$ cat config.mk
export PLATFORM = sky130hd
export DESIGN_NAME = cix32_prefetch_queue_flat
export DESIGN_NICKNAME = d
export VERILOG_FILES = /design/src/rtl/cix32_prefetch_queue_pkg.sv /design/src/rtl/cix32_prefetch_queue_if.sv /design/src/rtl/cix32_prefetch_queue_byte_ram.sv /design/src/rtl/cix32_prefetch_queue.sv /design/src/flat_wrapper.sv
export SDC_FILE = /design/constraint.sdc
export NUM_CORES = 1
export LEC_CHECK = 0
export ABC_AREA = 1
export CAP_MARGIN = 20
export CORE_UTILIZATION = 30
export CTS_BUF_LIST = sky130_fd_sc_hd__clkbuf_16
export DETAILED_ROUTE_END_ITERATION = 7
export GPL_ROUTABILITY_DRIVEN = 1
export HOLD_SLACK_MARGIN = 0.15
export PLACE_DENSITY = 0.46
export REMOVE_ABC_BUFFERS = 1
export SETUP_SLACK_MARGIN = 0.5
export SLEW_MARGIN = 20
export SYNTH_ARGS = -nofsm -noshare
export SYNTH_HDL_FRONTEND = slang
export SYNTH_SLANG_ARGS = --single-unit
$ cat constraint.sdc
create_clock -name clk -period 6.2 [get_ports clk]
set_input_delay 0.93 -clock clk [delete_from_list [all_inputs] [get_ports clk]]
set_output_delay 0.93 -clock clk [all_outputs]
set_load 0.005 [all_outputs]
$ cat src/rtl/cix32_prefetch_queue_pkg.sv
// cix32_pfq_pkg: shared types and helpers for the CIX-32 instruction
// prefetch queue.
//   pfq_state_t : fetch FSM encoding (IDLE / REQ / DROP)
//   WORD_BYTES  : bytes per memory bus word
//   fill_count  : number of bytes a fill enqueues for a given address offset
package cix32_pfq_pkg;

  typedef enum logic [1:0] {
    IDLE = 2'd0,
    REQ  = 2'd1,
    DROP = 2'd2
  } pfq_state_t;

  localparam int WORD_BYTES = 4;

  // An unaligned fetch only enqueues the bytes from its offset to the end of the word.
  function automatic logic [2:0] fill_count(input logic [1:0] offset);
    return 3'(WORD_BYTES) - {1'b0, offset};
  endfunction

endpackage

$ cat src/rtl/cix32_prefetch_queue_if.sv
// cix32_prefetch_queue_if: core-side and memory-side handshakes of the
// prefetch queue.
//   core_addr/core_req            : core byte fetch request
//   core_rdata/core_ready/core_avail : bytes served back to the core
//   mem_addr/mem_req              : word fetch to instruction memory
//   mem_rdata/mem_ready           : memory read response
// modport master: the prefetch queue (bus master towards memory).
// modport slave : the environment (core + memory).
interface cix32_prefetch_queue_if;
  logic [31:0] core_addr;
  logic        core_req;
  logic [31:0] core_rdata;
  logic        core_ready;
  logic [2:0]  core_avail;
  logic [31:0] mem_addr;
  logic        mem_req;
  logic [31:0] mem_rdata;
  logic        mem_ready;

  modport master (
    input  core_addr, core_req, mem_rdata, mem_ready,
    output core_rdata, core_ready, core_avail, mem_addr, mem_req
  );

  modport slave (
    output core_addr, core_req, mem_rdata, mem_ready,
    input  core_rdata, core_ready, core_avail, mem_addr, mem_req
  );
endinterface

$ cat src/rtl/cix32_prefetch_queue_byte_ram.sv
// cix32_pfq_byte_ram: circular byte storage for the prefetch queue.
//   clk      : clock
//   we_i     : write enable
//   wptr_i   : byte slot for write lane 0; lane i goes to wptr_i+i (wraps)
//   wmask_i  : per-lane write mask
//   wdata_i  : lane data, lane 0 in [7:0]
//   rptr_i   : byte slot read into rdata_o[7:0]; following slots above it
//   rdata_o  : four consecutive bytes starting at rptr_i
module cix32_pfq_byte_ram
  import cix32_pfq_pkg::*;
#(
  parameter int DEPTH_BYTES = 16,
  parameter int AW          = $clog2(DEPTH_BYTES)
) (
  input  logic          clk,
  input  logic          we_i,
  input  logic [AW-1:0] wptr_i,
  input  logic [3:0]    wmask_i,
  input  logic [31:0]   wdata_i,
  input  logic [AW-1:0] rptr_i,
  output logic [31:0]   rdata_o
);

  logic [7:0] mem_q [DEPTH_BYTES];

  always_ff @(posedge clk) begin
    if (we_i) begin
      for (int i = 0; i < WORD_BYTES; i++) begin
        if (wmask_i[i]) mem_q[wptr_i + AW'(i)] <= wdata_i[8*i +: 8];
      end
    end
  end

  always_comb begin
    rdata_o = '0;
    for (int i = 0; i < WORD_BYTES; i++) begin
      rdata_o[8*i +: 8] = mem_q[rptr_i + AW'(i)];
    end
  end

endmodule

$ cat src/rtl/cix32_prefetch_queue.sv
// cix32_prefetch_queue: instruction prefetch queue for the CIX-32 core.
// Fetches aligned words ahead of the core into a circular byte buffer and
// serves bytes at the queue head. A core request at any other address
// flushes the queue and refetches from there.
//   clk, rst : clock, synchronous active-high reset
//   bus      : core and memory handshakes (cix32_prefetch_queue_if.master)
//   stat_redirects, stat_words : only with CIX32_PFQ_STATS_EN defined;
//              wrapping counts of redirects and of fills kept in the queue.
//
// state | meaning
// IDLE  | no request; waiting for at least one word of free space
// REQ   | mem_req high at the current fetch address
// DROP  | redirected mid-request; finish the stale request and discard it
module cix32_prefetch_queue
  import cix32_pfq_pkg::*;
#(
  parameter int          DEPTH_BYTES = 16,
  parameter logic [31:0] RESET_ADDR  = 32'h000FFFF0
) (
  input  logic clk,
  input  logic rst,
  cix32_prefetch_queue_if.master bus
`ifdef CIX32_PFQ_STATS_EN
  ,
  output logic [15:0] stat_redirects,
  output logic [31:0] stat_words
`endif
);

  localparam int AW = $clog2(DEPTH_BYTES);
  localparam int CW = AW + 1;

  pfq_state_t  state_q, state_d;
  logic [31:0] head_q, head_d;
  logic [31:0] fetch_q, fetch_d;
  logic [31:0] stale_q;
  logic [CW-1:0] count_q, count_d;
  logic [AW-1:0] rptr_q, rptr_d, wptr_q, wptr_d;

  logic        match, redirect, consume, fill;
  logic [2:0]  n, avail;
  logic [CW-1:0] space_q, space_d;
  logic [31:0] ram_rdata;

  always_comb begin
    match    = (bus.core_addr == head_q);
    redirect = bus.core_req && !match;
    consume  = bus.core_req && match && (count_q != '0);
    n        = fill_count(fetch_q[1:0]);
    fill     = (state_q == REQ) && bus.mem_ready && !redirect;
    space_q  = CW'(DEPTH_BYTES) - count_q;

    head_d  = head_q;
    fetch_d = fetch_q;
    count_d = count_q;
    rptr_d  = rptr_q;
    wptr_d  = wptr_q;
    if (redirect) begin
      head_d  = bus.core_addr;
      fetch_d = bus.core_addr;
      count_d = '0;
      rptr_d  = '0;
      wptr_d  = '0;
    end else begin
      if (consume) begin
        head_d = head_q + 32'd1;
        rptr_d = rptr_q + AW'(1);
      end
      if (fill) begin
        fetch_d = fetch_q + 32'(n);
        wptr_d  = wptr_q + AW'(n);
      end
      count_d = count_q + (fill ? CW'(n) : '0) - (consume ? CW'(1) : '0);
    end
    space_d = CW'(DEPTH_BYTES) - count_d;

    state_d = state_q;
    unique case (state_q)
      // A redirect empties the queue, so fetching can start right away.
      IDLE: if (redirect || space_q >= CW'(WORD_BYTES)) state_d = REQ;
      REQ: begin
        if (redirect)           state_d = bus.mem_ready ? REQ : DROP;
        else if (bus.mem_ready) state_d = (space_d >= CW'(WORD_BYTES)) ? REQ : IDLE;
      end
      DROP: if (bus.mem_ready) state_d = REQ;
      default: state_d = IDLE;
    endcase
  end

  always_ff @(posedge clk) begin
    if (rst) begin
      state_q <= IDLE;
      head_q  <= RESET_ADDR;
      fetch_q <= RESET_ADDR;
      stale_q <= {RESET_ADDR[31:2], 2'b00};
      count_q <= '0;
      rptr_q  <= '0;
      wptr_q  <= '0;
    end else begin
      state_q <= state_d;
      head_q  <= head_d;
      fetch_q <= fetch_d;
      count_q <= count_d;
      rptr_q  <= rptr_d;
      wptr_q  <= wptr_d;
      // Freeze the outstanding address while a discarded request drains.
      if (state_q != DROP) stale_q <= bus.mem_addr;
    end
  end

  cix32_pfq_byte_ram #(.DEPTH_BYTES(DEPTH_BYTES)) u_ram (
    .clk     (clk),
    .we_i    (fill),
    .wptr_i  (wptr_q),
    .wmask_i (4'b1111 >> fetch_q[1:0]),
    .wdata_i (bus.mem_rdata >> {fetch_q[1:0], 3'b000}),
    .rptr_i  (rptr_q),
    .rdata_o (ram_rdata)
  );

  always_comb begin
    if (!match)                             avail = 3'd0;
    else if (count_q >= CW'(WORD_BYTES))    avail = 3'd4;
    else                                    avail = count_q[2:0];

    bus.core_rdata = '0;
    for (int i = 0; i < WORD_BYTES; i++) begin
      if (3'(i) < avail) bus.core_rdata[8*i +: 8] = ram_rdata[8*i +: 8];
    end
    bus.core_avail = avail;
    bus.core_ready = match && (count_q != '0);
    bus.mem_addr   = (state_q == DROP) ? stale_q : {fetch_q[31:2], 2'b00};
    // Reset abandons an outstanding request in the same cycle.
    bus.mem_req    = (state_q != IDLE) && !rst;
  end

`ifdef CIX32_PFQ_STATS_EN
  always_ff @(posedge clk) begin
    if (rst) begin
      stat_redirects <= '0;
      stat_words     <= '0;
    end else begin
      if (redirect) stat_redirects <= stat_redirects + 16'd1;
      if (fill)     stat_words     <= stat_words + 32'd1;
    end
  end
`endif

endmodule

$ cat src/flat_wrapper.sv
// flat-port wrapper written by rule: the top's interface ports become plain ports
module cix32_prefetch_queue_flat import cix32_pfq_pkg::*;
#(
  parameter int          DEPTH_BYTES = 16,
  parameter logic [31:0] RESET_ADDR  = 32'h000FFFF0
)
  (clk, rst, bus_core_addr, bus_core_req, bus_mem_rdata, bus_mem_ready, bus_core_rdata, bus_core_ready, bus_core_avail, bus_mem_addr, bus_mem_req);
  cix32_prefetch_queue_if bus_i ();
  input  logic clk;
  input  logic rst;
  input wire logic [$bits(bus_i.core_addr)-1:0] bus_core_addr;
  input wire logic [$bits(bus_i.core_req)-1:0] bus_core_req;
  input wire logic [$bits(bus_i.mem_rdata)-1:0] bus_mem_rdata;
  input wire logic [$bits(bus_i.mem_ready)-1:0] bus_mem_ready;
  output wire logic [$bits(bus_i.core_rdata)-1:0] bus_core_rdata;
  output wire logic [$bits(bus_i.core_ready)-1:0] bus_core_ready;
  output wire logic [$bits(bus_i.core_avail)-1:0] bus_core_avail;
  output wire logic [$bits(bus_i.mem_addr)-1:0] bus_mem_addr;
  output wire logic [$bits(bus_i.mem_req)-1:0] bus_mem_req;
  assign bus_i.core_addr = bus_core_addr;
  assign bus_i.core_req = bus_core_req;
  assign bus_i.mem_rdata = bus_mem_rdata;
  assign bus_i.mem_ready = bus_mem_ready;
  assign bus_core_rdata = bus_i.core_rdata;
  assign bus_core_ready = bus_i.core_ready;
  assign bus_core_avail = bus_i.core_avail;
  assign bus_mem_addr = bus_i.mem_addr;
  assign bus_mem_req = bus_i.mem_req;
  cix32_prefetch_queue #(.DEPTH_BYTES(DEPTH_BYTES), .RESET_ADDR(RESET_ADDR)) u_core (.clk(clk), .rst(rst), .bus(bus_i));
endmodule
=== After elaboration in Yosys (flattened, before gate mapping) ===
Memories as Yosys holds them, arrays and structs flattened. A register that Yosys moved wholly into a read port is not among the register bits.
Index checks and enable logic that the tools add are counted.

* Add/subtract/negate cells: 14
* $lt $le $gt $ge: 7
* Equality and inequality tests: 7
* Shifts and indexed selects: 2
* Muxes and demuxes: 35
* Reduce and logical (&&, ||, !) cells: 18

{| class="wikitable"
|+ Operator list
! operator !! count
|-
| 32-bit two-way mux || 5
|-
| 32-bit by 1-bit adder with 32-bit output (second input constant) || 1
|-
| 32-bit by 3-bit adder with 32-bit output || 1
|-
| 32-bit equality test || 1
|-
| 8-bit two-way mux || 4
|-
| 32-bit by 5-bit right shift with 32-bit output || 1
|-
| 4-bit by 2-bit adder with 4-bit output (second input constant) || 4
|-
| 5-bit by 3-bit >= comparator with 1-bit output (second input constant) || 3
|-
| 1-bit two-way mux || 14
|-
| 2-bit two-way mux || 5
|-
| 5-bit subtractor (first input constant) || 2
|-
| 3-bit two-way mux || 3
|-
| 4-bit by 1-bit adder with 4-bit output (second input constant) || 2
|-
| 4-bit two-way mux || 2
|-
| 1-bit logical AND || 7
|-
| 1-bit by 3-bit less-than comparator with 1-bit output (first input constant) || 2
|-
| 2-bit by 3-bit less-than comparator with 1-bit output (first input constant) || 2
|-
| 2-bit case mux with 3 select lines || 1
|-
| 2-bit nonzero test || 3
|-
| 5-bit adder || 1
|-
| 5-bit two-way mux || 1
|-
| 5-bit nonzero test || 1
|-
| 5-bit subtractor || 1
|-
| 4-bit by 3-bit adder with 4-bit output || 1
|-
| 12 further kinds || 15
|}

* Register bits: 111
* Bits in writable memories: 128
* Bits of input ports: 68
* Output and inout port bits: 69
* Logic and storage cells: 91
* Memories: 1

{| class="wikitable"
|+ Memories
! name !! words !! width !! rd ports !! clocked after memory_dff !! wr ports !! line !! RTL
|-
| u_core.u_ram.mem_q || 16 || 8 || 4 || 1 || 4 || cix32_prefetch_queue_byte_ram.sv:24 || <nowiki>logic [7:0] mem_q [DEPTH_BYTES];</nowiki>
|}

=== Depth between registers and ports, before layout ===
Gate-level depths: netlist of the first run.

* Word-level depth: 15
* Depth in mapped cells: 24
* Depth with buffers taken out: 22

=== Modules after synthesis ===
A second synthesis of the first run with hierarchy kept.

* Cell total of the unflattened synthesis: 3,627
* Area, all modules: 21,531.9 um2

{| class="wikitable"
|+ Modules (own cells, without submodules)
! module !! times used !! cells each !! area each (um2) !! seq. area each (um2)
|-
| cix32_pfq_byte_ram || 1 || 2,234 || 13,266.5 || 3,843.7
|-
| cix32_prefetch_queue || 1 || 1,393 || 8,265.4 || 2,222.1
|}

=== Least setup slack after synthesis of the first run ===
No wires, ideal clock.

* Path type: input-to-reg
* Start: input bus_core_addr[20]
* End: register u_core.state_q[0]
* Library setup time: 0.117 ns
* Data arrival time: 3.895 ns
* Required time: 6.083 ns
* Slack: 2.188 ns
* Stages: 24
* Buffers on the path: 2
* Path through: inv_1 nand2_1 nand2_1 nand2_1 nor2_1 nand2_1 nor2_2 nand2_4 nor3_1 buf_2 buf_2 ha_1 inv_1 ha_1 inv_1 fa_1 nor2_1 nor2_1 o21bai_1 xor2_1 and3_1 o21ai_0 nand3_1 a21oi_1

* Cells in the longest elaborated chain, start to end: 15
* Elaborated cells on any way between the ends: 22
* Classes of those cells: 3 x add/sub; 1 x order compare; 3 x eq/ne; 7 x mux; 8 x reduce/logical

{| class="wikitable"
|+ RTL lines
! item !! line !! RTL
|-
| start: declaration || flat_wrapper.sv:11 || <nowiki>input wire logic [$bits(bus_i.core_addr)-1:0] bus_core_addr;</nowiki>
|-
| 32-bit equality test * || cix32_prefetch_queue.sv:46 || <nowiki>match = (bus.core_addr == head_q);</nowiki>
|-
| 1-bit logical NOT || cix32_prefetch_queue.sv:47 || <nowiki>redirect = bus.core_req && !match;</nowiki>
|-
| 1-bit logical AND || cix32_prefetch_queue.sv:47 ||
|-
| 1-bit logical NOT || cix32_prefetch_queue.sv:50 || <nowiki>fill = (state_q == REQ) && bus.mem_ready && !redirect;</nowiki>
|-
| 1-bit logical AND || cix32_prefetch_queue.sv:50 ||
|-
| 3-bit two-way mux || cix32_prefetch_queue.sv:73 || <nowiki>count_d = count_q + (fill ? CW'(n) : '0) - (consume ? CW'(1) : '0);</nowiki>
|-
| 5-bit adder || cix32_prefetch_queue.sv:73 ||
|-
| 5-bit subtractor || cix32_prefetch_queue.sv:73 ||
|-
| 5-bit two-way mux || cix32_prefetch_queue.sv:58 || <nowiki>if (redirect) begin</nowiki>
|-
| 5-bit subtractor || cix32_prefetch_queue.sv:75 || <nowiki>space_d = CW'(DEPTH_BYTES) - count_d;</nowiki>
|-
| 5-bit by 3-bit >= comparator with 1-bit output || cix32_prefetch_queue.sv:83 || <nowiki>else if (bus.mem_ready) state_d = (space_d >= CW'(WORD_BYTES)) ? REQ : IDLE;</nowiki>
|-
| 1-bit two-way mux || cix32_prefetch_queue.sv:83 ||
|-
| 2-bit two-way mux || cix32_prefetch_queue.sv:83 ||
|-
| 2-bit two-way mux || cix32_prefetch_queue.sv:82 || <nowiki>if (redirect) state_d = bus.mem_ready ? REQ : DROP;</nowiki>
|-
| 2-bit case mux with 3 select lines || cix32_prefetch_queue.sv:78 || <nowiki>unique case (state_q)</nowiki>
|-
| end signal: assignment || cix32_prefetch_queue.sv:100 || <nowiki>state_q <= state_d;</nowiki>
|-
| end: declaration || cix32_prefetch_queue.sv:33 || <nowiki>pfq_state_t state_q, state_d;</nowiki>
|}

Mark *: on every way between the ends. The rest lies on a longest branch, timed or not. The select of a mux whose other input is x is not followed.
A chain may end at the register's enable or synchronous reset.

=== Worst setup path in the final report of the first run ===
* Start: register u_core.rptr_q[0]
* End: output bus_core_rdata[15]

* Cells in the longest elaborated chain, start to end: 3

{| class="wikitable"
|+ RTL lines
! item !! line !! RTL
|-
| start: declaration || cix32_prefetch_queue.sv:38 || <nowiki>logic [AW-1:0] rptr_q, rptr_d, wptr_q, wptr_d;</nowiki>
|-
| start signal: assignment || cix32_prefetch_queue.sv:104 || <nowiki>rptr_q <= rptr_d;</nowiki>
|-
| 4-bit by 1-bit adder with 4-bit output || cix32_prefetch_queue_byte_ram.sv:37 || <nowiki>rdata_o[8*i +: 8] = mem_q[rptr_i + AW'(i)];</nowiki>
|-
| memory 16 x 8 bit || -- ||
|-
| 8-bit two-way mux || cix32_prefetch_queue.sv:128 || <nowiki>if (3'(i) < avail) bus.core_rdata[8*i +: 8] = ram_rdata[8*i +: 8];</nowiki>
|-
| end: declaration || flat_wrapper.sv:15 || <nowiki>output wire logic [$bits(bus_i.core_rdata)-1:0] bus_core_rdata;</nowiki>
|}

No other way between the ends.

==> results.py, run 1 <==
metrics = {
    "run_status": {
        "status": "completed",
    },
    "routing": {
        "vias_per_cell": 5.47,
        "wirelength_um": 100000,
        "drtIter0Drc": 2886,
        "antenna_left": 0,
        "firstDrtPassIters": 8,
        "drc": 0,
        "wire_per_inst_um": 23.1,
        "via_count": 23727,
    },
    "global_route": {
        "grt_max_degree": 102,
        "grt_usage_pct": 27.6,
        "grt_pass1_vias": 21264,
        "antenna_found_initial": 4,
        "grt_first_pass_wirelength_um": 146000,
        "overflow": 0,
    },
    "placed_design": {
        "pre_cts_slack_ps": 1280,
        "io_buffers": 136,
        "dpl.hpwl_um": 73900,
        "routabilityCongestion": 1.03,
        "dp_cells": 4286,
    },
    "floorplanning": {
        "initial_core_util_pct": 30.5,
        "die_w_um": 267,
        "design.die.area_mm2": 0.0713,
        "fp.dieH_um": 267,
        "core-area_mm2": 0.0691,
        "num_rows": 96,
        "ioPinCount": 137,
    },
    "synth": {
        "synth_cell_type_count": 59,
        "synthArstFlopShare_pct": 0,
        "synth_edf_count": 128,
        "avgSynthCellArea_um2": 6.29,
        "synthesis.area_mm2": 0.0211,
        "synthCells": 3348,
        "ys_seq_area_share_pct": 29.2,
        "ys_ff_latch": 243,
        "yosysWarnings": 0,
        "ys.flop_type": "edfxtp_1",
    },
    "sta": {
        "fmax_mhz": 195,
        "slew_headroom_pct": 17.0,
        "slew_viol_final": 0,
        "rsz0062_at_grt": "false",
        "setup_violations": 0,
        "period_minus_slack_ps": 5140,
        "tns_ps": 0,
        "worstMarginPinSlew_ps": 1250,
        "hold_viol": 0,
        "setup_slack_ps": 1060,
        "skew_ps": 22.0,
        "finalCritPeriodShare_pct": 82.8,
    },
    "pwr": {
        "seq_power_share_pct": 38.0,
        "p_leak_nw": 10.6,
        "p_clk_share_pct": 37.6,
        "p_per_area_mw_per_mm2": 198,
        "p_int_mw": 3.17,
        "p_total_mw": 4.82,
        "pwr-share-comb_pct": 24.5,
        "irDropWorstVdd_v": 0.000220,
        "power_switching_mw": 1.65,
        "sw_frac_of_total_pct": 34.3,
    },
    "cts": {
        "worstSkewPairLatency_ps": 610,
        "path_clk_slew_ps": 60,
        "root_buffer": "clkbuf_16",
        "cts_resized": 0,
        "cts_sinks": 243,
        "post_cts_buffers": 0,
        "numCtsBuffers": 29,
        "h-tree-depth": 1,
        "cts_tree": "yes",
        "ctsHoldBuffers": 0,
        "cts_buffer_depth": 3,
    },
    "finish": {
        "fin_cells": 4341,
        "fillers": 7681,
        "nets": 3479,
        "final_util_pct": 35.2,
        "area_growth_pct": 15.5,
        "drive_gt1_share_pct": 6.72,
    },
    "min_path": {
        "hold_path.class": "flip-flop to flip-flop",
    },
    "setup_path": {
        "endpoint_kind": "primary output",
        "crit_required_ps": 5270,
        "crit_path_start_kind": "flip-flop",
        "worstSetupPathType": "flip-flop to primary output",
        "cp.arrival_ps": 4210,
        "cp_max_fo": 71,
    },
    "job": {
        "cap_viol_max_count": 0,
    },
}
-- per-stage QoR --
step / hold WS, ps / area [µm²]
finish: 451 / 24300
global route: 480 / 24300
CTS: 456 / 24300
detailed placement: 447 / 23300
global placement: 446 / 23300
floorplan: 422 / 20300
-- cell usage in the layout, fill, tap and decap left out, types with 16 or more instances in the layout --
cell,netlist,final
nand2_1,954,954
nor2_1,326,322
inv_1,304,305
a21oi_1,293,293
o21ai_0,275,270
nand3_1,247,247
clkdlybuf4s50_1,0,136
edfxtp_1,128,128
dfxtp_1,115,113
o211ai_1,72,72
nand4_1,62,62
buf_4,5,62
xor2_1,55,55
clkbuf_16,0,31
xnor2_1,30,29
nor3_1,27,26
inv_2,21,22
or2_2,22,22
a211oi_1,22,22
ha_1,23,22
nor2_2,17,20
a32o_1,16,16
-- registers in the layout, summed over array words and instances (netlist names), named ones only --
name / cells
u_core.stale_q: 32
u_core.state_q: 2
u_core.rptr_q: 4
u_core.u_ram.mem_q: 128
u_core.fetch_q: 32
u_core.wptr_q: 4
u_core.count_q: 5
u_core.head_q: 32
-- metal layers --
metal	vias up	share of wire, %	track usage (%)
li1	11252	-	-
met1	11078	47	40.7
met2	1184	41	40.5
met3	209	8.1	3.40
met4	4	4.2	10.6
met5	-	0.027	0
-- power by group through the flow --
| stage | clock network [mW] | logic (mW) | registers (mW) |
|---|---|---|---|
| CTS | 1.85 | 1.15 | 1.83 |
| finish | 1.81 | 1.18 | 1.83 |
| detailed placement | 0 | 1.14 | 1.87 |
| global placement | 0 | 1.15 | 1.87 |
| floorplan | 0 | 0.602 | 1.85 |
| global route | 1.90 | 1.25 | 1.84 |
-- logic make-up after synthesis --
kind of cell / after synthesis / share of synthesized area [%]
and+or+nand+nor: 1707 / 35.1
DFF: 243 / 29.2
buffers and inverters: 525 / 9.79
adders and majority gates: 25 / 1.56
AOI/OAI and AO/OA: 758 / 20.5
muxes: 4 / 0.190
xor gates and xnor gates: 86 / 3.66
-- cell usage after synthesis (all sizes together) (10+ instances only) --
cell type	number	area share (%)
nand2	960	17
a21oi	294	7.0
a211oi	22	0.78
nor2	356	7.0
a31oi	10	0.33
a32o	16	0.76
o221ai	11	0.46
clkbuf	139	2.5
ha	23	1.4
inv	326	5.8
dfxtp	115	11
or2	23	0.68
o21ai	284	6.7
nand3	250	6.0
buf	52	1.3
o211ai	72	2.6
xnor2	30	1.2
nand4	73	2.7
edfxtp	128	18
nor3	33	1.1
xor2	56	2.4
o21a	15	0.53
-- worst paths after layout --
| path | start | to | slack, ps | depth (start not counted) |
|---|---|---|---|---|
| hold / removal | u_core.stale_q[1]$_SDFFE_PP0N_ | u_core.stale_q[1]$_SDFFE_PP0N_ | 450 | 2 |
| setup / recovery | u_core.rptr_q[0]$_SDFFE_PP0N_ | bus_core_rdata[15] | 1060 | 12 |
| hold reg to reg | u_core.stale_q[1]$_SDFFE_PP0N_ | u_core.stale_q[1]$_SDFFE_PP0N_ | 450 | 2 |
| setup reg to reg | u_core.head_q[24]$_SDFFE_PP0P_ | u_core.state_q[0]$_SDFFE_PP0P_ | 2300 | 20 |
-- critical path, stage by stage, from the launching register on --
cell	delay, ps
dfxtp_4	800
inv_2	170
ha_2	360
buf_4	500
clkinv_1	140
buf_4	330
nand2_1	140
o21ai_0	100
a22o_1	250
nand2_1	60
nand2_1	50
nor2_1	90
clkdlybuf4s50_1	510
-- cell type report --
type / instances / area [µm²] / area share, %
diodes: 2 / 5.00 / 0.0206
clock buffers: 31 / 776 / 3.19
clock inverters: 22 / 221 / 0.910
inverters: 334 / 1260 / 5.16
multi-input cells: 2580 / 12900 / 53.1
flip-flops and latches: 243 / 6150 / 25.3
well taps: 931 / 1160 / 4.79
repair buffers: 198 / 1830 / 7.51
No activity file was read; power rests on OpenSTA's default activity.
==> run 2, diff against run 1 <==
PLACE_DENSITY = 0.48   (was 0.46)
clock period = 4.5 ns   (was 6.2 ns; I/O delays follow)
==> run 2 against run 1 <==
Global-route usage grew 0.24 points. Highest routed layer unchanged. Combinational power up 43%. Utilization grew 1.3 points. Largest cell class unchanged. Critical path depth decreased by 5. Via count up 1.3%. Wire length increased by 1.4%. Non-clock buffer count rose by 84. Sequential share of layout area decreased by 0.87 points. Count of clock-buffer cells in the layout fell by 1. Clock skew increased by 4.3 ps. Register-to-register slack worse by 1300 ps.
==> results.py, run 2 (synthesis results as in run 1) <==
metrics = {
    "run_status": {
        "status": "completed",
    },
    "setup_path": {
        "worst_r2r_path_depth": 22,
        "cp_slowest_cell": "o311ai_0",
        "cp_slowest_stage_delay_ps": 590,
        "cp_top_family": "buffers and inverters",
        "crit_required_ps": 3830,
        "worstPathCellList": "inv_1 > ha_2 > buf_4 > o311ai_0 > o31ai_1 > nor2_1 > clkdlybuf4s50_1",
        "endpoint_kind": "primary output",
        "worstSetupPathType": "flip-flop to primary output",
        "rr_startpoint": "u_core.head_q[14]$_SDFFE_PP1P_",
        "regToRegSetupSlack_ps": 980,
        "cp_max_fo": 18,
        "cp_num_buf_inv": 3,
        "r2r-end": "u_core.state_q[0]$_SDFFE_PP0P_",
        "cp.arrival_ps": 3250,
        "crit_path_start_kind": "flip-flop",
    },
    "floorplanning": {
        "design.die.area_mm2": 0.0713,
        "num_rows": 96,
        "ioPinCount": 137,
        "initial_core_util_pct": 30.5,
        "core-area_mm2": 0.0691,
        "die_w_um": 267,
        "fp.dieH_um": 267,
    },
    "routing": {
        "firstDrtPassIters": 5,
        "drc": 0,
        "vias_per_cell": 5.43,
        "wirelength_um": 102000,
        "antenna_left": 0,
        "via_count": 24031,
        "wire_per_inst_um": 23.0,
        "drtIter0Drc": 2654,
    },
    "cts": {
        "cts_buffer_depth": 3,
        "h-tree-depth": 1,
        "numCtsBuffers": 30,
        "path_clk_slew_ps": 60,
        "root_buffer": "clkbuf_16",
        "cts_tree": "yes",
        "cts_sinks": 243,
        "worstSkewPairLatency_ps": 600,
    },
    "finish": {
        "drive_gt1_share_pct": 9.70,
        "nets": 3565,
        "fin_cells": 4428,
        "mostFrequentLayoutCell": "nand2_1",
        "area_growth_pct": 19.6,
        "fillers": 7560,
        "stdcell_area_mm2": 0.0252,
        "mostFrequentLayoutCells": "nand2_1, nor2_1, inv_1",
        "max_flop_register": "u_core.u_ram.mem_q",
        "largest_register_ffs": 128,
        "final_util_pct": 36.5,
    },
    "global_route": {
        "overflow": 0,
        "grt_first_pass_wirelength_um": 148000,
        "antenna_found_initial": 6,
        "grt_usage_pct": 27.9,
        "grt_pass1_vias": 21938,
        "grt_max_degree": 117,
    },
    "job": {
        "cap_viol_max_count": 0,
    },
    "placed_design": {
        "routabilityCongestion": 1.04,
        "io_buffers": 136,
        "placed_area_mm2": 0.0239,
        "dp_cells": 4358,
        "dpl.hpwl_um": 75400,
        "pre_cts_slack_ps": 326,
    },
    "sta": {
        "setup_violations": 0,
        "slew_headroom_pct": 23.1,
        "period_minus_slack_ps": 3930,
        "rsz0062_at_grt": "false",
        "holdWs_ps": 449,
        "finalCritPeriodShare_pct": 87.3,
        "fmax_mhz": 255,
        "slew_viol_final": 0,
        "worstMarginPinSlew_ps": 1150,
        "skew_ps": 26.3,
        "setup_slack_ps": 573,
        "tns_ps": 0,
        "hold_viol": 0,
    },
    "pwr": {
        "p_per_area_mw_per_mm2": 267,
        "irDropWorstVdd_v": 0.000297,
        "p_leak_nw": 11.0,
        "p_total_mw": 6.74,
    },
    "min_path": {
        "hold_path.class": "flip-flop to flip-flop",
        "whs_path_depth": 2,
        "hp-start": "u_core.stale_q[0]$_SDFFE_PP0N_",
        "hold_end": "u_core.stale_q[0]$_SDFFE_PP0N_",
    },
}
run 2: cell types whose count changed in the layout (fill, tap and decap cells not counted), sizes merged:
cell,delta
dlymetal6s2s,+3
bufinv,+2
clkinv,-4
clkdlybuf4s50,-3
inv,-2
clkinvlp,+8
buf,+83
run 2: layer usage:
layer	vias up	part of all wire (%)	GRT usage, %
met4	8	5.3	12.3
li1	11422	-	-
met1	11046	45	39.5
met5	-	0.045	0
met2	1271	41	41.0
met3	284	9.0	4.86
run 2: worst max-delay path by stage:
stage	start	end	slack [ps]	cells after the start
4_1_cts	u_core.rptr_q[1]$_SDFFE_PP0N_	bus_core_rdata[19]	530	8
5_1_grt	bus_core_addr[20]	bus_core_rdata[27]	490	13
3_3_place_gp	bus_core_addr[28]	bus_core_rdata[6]	250	13
2_1_floorplan	u_core.rptr_q[0]$_SDFFE_PP0N_	bus_core_rdata[9]	-4660	9
3_5_place_dp	bus_core_addr[20]	u_core.state_q[0]$_SDFFE_PP0P_	330	23
6_report	u_core.rptr_q[1]$_SDFFE_PP0N_	bus_core_rdata[17]	570	7
run 2: layout make-up:
type	instances	area [µm²]	share of cell area, %
multi-input cells	2580	13000	51.7
flip-flops and latches	243	6150	24.4
repair buffers	282	2550	10.1
inverters	334	1280	5.07
well taps	931	1160	4.62
clock buffers	30	751	2.98
clock inverters	25	272	1.08
repair inverters	1	7.51	0.0298
diodes	2	5.00	0.0199
run 2: what timing repair did:
item | 4_1_cts | 5_1_grt
buffers inserted | 5 | 7
hold buffers | 0 | 0
resized for setup | 10 | 29
gates cloned | 0 | 1
pin swaps | 0 | 6
endpoints found under the setup margin | 25 | 31
endpoints found under the hold margin | 0 | 0
run 2: worst register-to-register path, stage by stage (launching register included):
cell,delay [ps]
dfxtp_1,440
inv_2,100
nand2_1,70
nand4_1,100
nor2_1,160
nand2_1,130
nor2_4,180
nand2_8,110
buf_4,160
nor3_2,120
ha_1,250
inv_1,60
ha_1,160
inv_1,50
fa_1,390
nor2_1,120
nor2_1,50
o21bai_1,140
xor2_1,220
nor3_1,70
o21ai_0,160
nand3_1,90
a21oi_1,120
run 2: power by group:
| group | leakage (nW) | internal, mW | switching [mW] |
|---|---|---|---|
| registers | 2.10 | 2.45 | 0.0750 |
| logic | 8.41 | 0.528 | 1.16 |
| clock network | 0.512 | 1.50 | 1.03 |
| total | 11.0 | 4.48 | 2.26 |
